$ cat src/rtl/cas_stream.sv
// Cassette tape player: fetches bytes from a buffer and emits them LSB first as an FSK
// waveform (one high/low cycle per bit, half-period chosen by the bit value).
module cas_stream #(
    parameter int ADDR_W = 16,
    parameter int HALF1  = 186,
    parameter int HALF0  = 373
) (
    input  logic              clk,
    input  logic              reset,
    input  logic              ce,
    input  logic              en,
    input  logic              rewind,
    input  logic [ADDR_W-1:0] tape_len,
    output logic [ADDR_W-1:0] mem_addr,
    output logic              mem_rd,
    input  logic [7:0]        mem_data,
    output logic              data,
    output logic              playing,
    output logic              eot
);

    if (HALF1 < 1 || HALF1 > 4095) begin : g_bad_half1
        $error("cas_stream: HALF1 must be in 1..4095");
    end
    if (HALF0 < 1 || HALF0 > 4095) begin : g_bad_half0
        $error("cas_stream: HALF0 must be in 1..4095");
    end

    localparam logic [11:0] H1 = 12'(HALF1);
    localparam logic [11:0] H0 = 12'(HALF0);

    typedef enum logic [2:0] {S_IDLE, S_REQ, S_WAIT, S_HI, S_LO, S_EOT} state_t;

    state_t            state, state_n;
    logic [11:0]       cnt, cnt_n;
    logic [7:0]        sr, sr_n;
    logic [2:0]        bit_idx, bit_idx_n;
    logic [ADDR_W-1:0] addr_n;
    logic [1:0]        rst_sync;
    logic              rst;
    logic              tick;
    state_t            fetch_st;

    // Assert immediately, release two clk edges later.
    always_ff @(posedge clk or posedge reset) begin
        if (reset) rst_sync <= 2'b11;
        else       rst_sync <= {rst_sync[0], 1'b0};
    end
    assign rst = rst_sync[1];

    assign tick     = ce & en;
    assign fetch_st = (mem_addr < tape_len) ? S_REQ : S_EOT;

    always_ff @(posedge clk or posedge rst) begin
        if (rst) begin
            state    <= S_IDLE;
            cnt      <= '0;
            sr       <= '0;
            bit_idx  <= '0;
            mem_addr <= '0;
        end else begin
            state    <= state_n;
            cnt      <= cnt_n;
            sr       <= sr_n;
            bit_idx  <= bit_idx_n;
            mem_addr <= addr_n;
        end
    end

    always_comb begin
        state_n   = state;
        cnt_n     = cnt;
        sr_n      = sr;
        bit_idx_n = bit_idx;
        addr_n    = mem_addr;
        unique case (state)
            S_IDLE: if (en) state_n = fetch_st;
            // A started fetch always completes so mem_rd stays a single-clk strobe.
            S_REQ:  state_n = S_WAIT;
            S_WAIT: begin
                sr_n      = mem_data;
                bit_idx_n = '0;
                cnt_n     = mem_data[0] ? H1 : H0;
                addr_n    = mem_addr + ADDR_W'(1);
                state_n   = S_HI;
            end
            S_HI: if (tick) begin
                if (cnt <= 12'd1) begin
                    cnt_n   = sr[0] ? H1 : H0;
                    state_n = S_LO;
                end else begin
                    cnt_n = cnt - 12'd1;
                end
            end
            S_LO: if (tick) begin
                if (cnt > 12'd1) begin
                    cnt_n = cnt - 12'd1;
                end else if (bit_idx != 3'd7) begin
                    sr_n      = sr >> 1;
                    bit_idx_n = bit_idx + 3'd1;
                    cnt_n     = sr[1] ? H1 : H0;
                    state_n   = S_HI;
                end else begin
                    // Skip IDLE so the inter-byte gap is just REQ + WAIT.
                    cnt_n   = '0;
                    state_n = fetch_st;
                end
            end
            S_EOT:   state_n = S_EOT;
            default: state_n = S_IDLE;
        endcase
        if (rewind) begin
            state_n   = S_IDLE;
            cnt_n     = '0;
            sr_n      = '0;
            bit_idx_n = '0;
            addr_n    = '0;
        end
    end

    assign mem_rd  = (state == S_REQ);
    assign data    = (state == S_HI);
    assign playing = en && (state == S_HI || state == S_LO);
    assign eot     = (state == S_EOT);

endmodule

$ cat config.mk
export PLATFORM = sky130hd
export DESIGN_NAME = cas_stream
export DESIGN_NICKNAME = d
export VERILOG_FILES = /design/src/rtl/cas_stream.sv
export SDC_FILE = /design/constraint.sdc
export NUM_CORES = 1
export LEC_CHECK = 0
export CAP_MARGIN = 20
export CORE_MARGIN = 2
export CORE_UTILIZATION = 50
export DETAILED_ROUTE_END_ITERATION = 7
export PLACE_DENSITY = 0.75
export SLEW_MARGIN = 5
export SYNTH_ARGS = -nofsm -noshare
export SYNTH_HDL_FRONTEND = slang
export SYNTH_SLANG_ARGS = --single-unit
$ cat constraint.sdc
create_clock -name clk -period 2.2 [get_ports clk]
set_input_delay 0.22 -clock clk [delete_from_list [all_inputs] [get_ports clk]]
set_output_delay 0.22 -clock clk [all_outputs]
set_load 0.02 [all_outputs]
==> flow_metrics.env, run 1 <==
export IMPL_cp_arrival_ns=2.35
export IMPL_p_per_area_mw_per_mm2=649
export IMPL_io_buffers=48
export IMPL_slew_violations=0
export IMPL_fin_worst_skew_ns=0.00774
export IMPL_max_freq_mhz=462
export IMPL_overflow=0
export IMPL_total_power_mw=2.60
export IMPL_clock_path_buffers=2
export IMPL_drtPass1Iterations=4
export IMPL_holdWs_ns=0.237
export IMPL_rsz0062_at_grt="true"
export IMPL_cts_reportedPaths_clkPinSlew_ns=0.08
export IMPL_syn_area_sq_mm=0.00303
export IMPL_final_common_cell="clkdlybuf4s50_1"
export IMPL_leakagePower_nw=1.92
export IMPL_route_detailed_drc=0
export IMPL_synth_ff_latch_count=44
export IMPL_design_area_sq_mm=0.00400
export IMPL_period_needed_ns=2.17
export IMPL_vias=2720
export IMPL_grt_start_max_net_pins=43
export IMPL_r2r_cells=6
export IMPL_min_period_over_period_pct=98.5
export IMPL_start_util_pct=51.4
export IMPL_gp_congestion=0.911
export IMPL_cap_violations=0
export IMPL_syn_instance_count=334
export IMPL_report_final_hold_viol_count=0
export IMPL_drt_vias_per_instance=5.57
export IMPL_synth_edf_count=0
export IMPL_grt_pass1_wl_um=12200
export IMPL_ys_flop_type="dfrtp_1"
export IMPL_synth_seq_area_share_pct=36.5
export IMPL_nNetsFinal=461
export IMPL_grt_pass1_vias=2608
export IMPL_htree_num_levels=2
export IMPL_status="finished, final reports clean"
export IMPL_tightest_slew_ns=0.683
export IMPL_cts_inserted_buffers=5
export IMPL_crit_fanout=6
export IMPL_synth_nets=383
export IMPL_syn_to_final_growth_pct=32.3
export IMPL_ir_drop_mv=0.435
export IMPL_cts_tree="done"
export IMPL_clock_tree_root_cell="clkbuf_8"
export IMPL_synth_avg_cell_area_sq_um=9.06
export IMPL_clock_latency_ns=0.30
export IMPL_antenna_found_initial=0
export IMPL_maxSlewHeadroom_pct=54.3
export IMPL_io_pins=49
export IMPL_rows=28
export IMPL_placed_area_sq_mm=0.00378
export IMPL_finalNonFillerCells=488
export IMPL_async_reset_ff_share_pct=100
export IMPL_drt_iter0_drc=194
export IMPL_die_w_um=81.8
export IMPL_postLayoutCoreUtil_pct=68.0
export IMPL_synth_distinct_cells=61
export IMPL_drive_gt1_share_pct=18.6
export IMPL_cp_data_required_time_ns=2.38
export IMPL_cp_start_kind="flip-flop"
export IMPL_core_area_sq_mm=0.00589
export IMPL_globalRouteTotalUtil_pct=23.6
export IMPL_dp_cells=476
export IMPL_dp_hpwl_um=5470
export IMPL_final_cell_mix="clkdlybuf4s50_1, dfrtp_1, buf_4, nor2_1, nand2_1"
export IMPL_finalSetupViolations=0
export IMPL_critPathCaptureType="flip-flop"
export IMPL_cts_sinks=44
export IMPL_antennaDiodeCount=0
export IMPL_crit_type="reg -> reg"
export IMPL_drt_wl_total_um=7320
export IMPL_fp_dieH_um=81.8
export IMPL_hold_class="in -> async"
export IMPL_wire_per_inst_um=15.0
export IMPL_die_area_sq_mm=0.00669
export IMPL_yosys_warnings=0
export IMPL_ant_nets=0
==> critical path: stages (launching register included) <==
cell,delay (ns)
dfrtp_1,0.39
or4_4,0.55
nor4_4,0.22
nand3_2,0.16
nor3_4,0.19
or3_4,0.23
mux2_4,0.32
==> path summary, 6_finish.rpt <==
path | slack (ns) | end | from
setup / recovery | 0.03 | sr[5] | cnt[2]
hold / removal | 0.24 | rst_sync[0] | reset
setup reg to reg | 0.03 | sr[5] | cnt[2]
hold reg to reg | 0.37 | rst_sync[1] | rst_sync[0]
max in group asynchronous | 1.39 | state[1] | rst_sync[1]
min in group clk | 0.37 | rst_sync[1] | rst_sync[0]
==> cell families (layout without fill, tap and decap cells) <==
| kind of cell | after synthesis | after routing | synth area share, % |
|---|---|---|---|
| buffers and inverters | 39 | 117 | 5.71 |
| AOI/OAI and AO/OA | 78 | 78 | 17.7 |
| and+or+nand+nor | 123 | 124 | 21.2 |
| DFF | 44 | 44 | 36.5 |
| adders and majority gates | 20 | 20 | 8.27 |
| other | 1 | 1 | 0.124 |
| xor gates and xnor gates | 18 | 18 | 5.21 |
| muxes | 11 | 11 | 5.33 |
==> sequential cells by signal, indices dropped and copies added, names as in the netlist <==
signal,cells
bit_idx,3
cnt,12
mem_addr,16
rst_sync,2
sr,8
state,3
==> through the flow <==
step	setup WS, ns	setup TNS [ns]
floorplan	-0.0738	-0.738
global placement	-0.0990	-0.0990
detailed placement	-0.328	-0.336
CTS	-0.00957	-0.00957
global route	-0.0619	-0.500
finish	0.0332	0
==> synth_stat cells (8+ instances only) <==
library cell  number  area [sq um]
a21oi_1           18          90.1
clkbuf_1           8          30.0
dfrtp_1           42          1050
ha_1              20           250
inv_1             25          93.8
mux2_4            10           150
nand2_1           32           120
nand3_1           12          60.1
nand4_1            8          50.1
nor2_1            34           128
o21ai_0           14          70.1
xor2_1            11          96.3
==> power breakdown <==
part	switching, mW	leakage, nW	internal [mW]	total [mW]
clock network	0.285	0.0784	0.568	0.853
logic	0.428	1.26	0.390	0.817
registers	0.0584	0.588	0.868	0.926
total	0.771	1.92	1.83	2.60
==> timing repair <==
action | 4_1_cts | 5_1_grt
buffers inserted | 0 | 3
gates resized for setup | 6 | 9
gates cloned | 0 | 1
setup endpoints to repair | 8 | 22
hold buffers | 0 | 0
pin swaps | 0 | 1
==> layout make-up <==
class                      count  area [sq um]
sequential                    44          1110
clock buffer                   5          68.8
inverter                      25          93.8
fill                         480          1880
tap                           75          93.8
multi-input combinational    252          1800
timing repair buffer          84           752
clock inverter                 3          90.1
==> layer usage <==
metal | global-route usage [%] | share of wire [%] | vias to the layer above
li1 | - | - | 1335
met3 | 4.51 | 3.9 | 11
met5 | 0 | 0 | -
met4 | 5.83 | 1.4 | 0
met1 | 31.3 | 45 | 1308
met2 | 39.8 | 50 | 66
Power figures use the tool's default switching activity.
==> inputs of run 2 (changes only) <==
CTS_CLUSTER_DIAMETER = 60   (was not set)
SLEW_MARGIN = not set   (was 5)
==> results of run 2 <==
Final layout, timing and power as in run 1 (identical DEF).
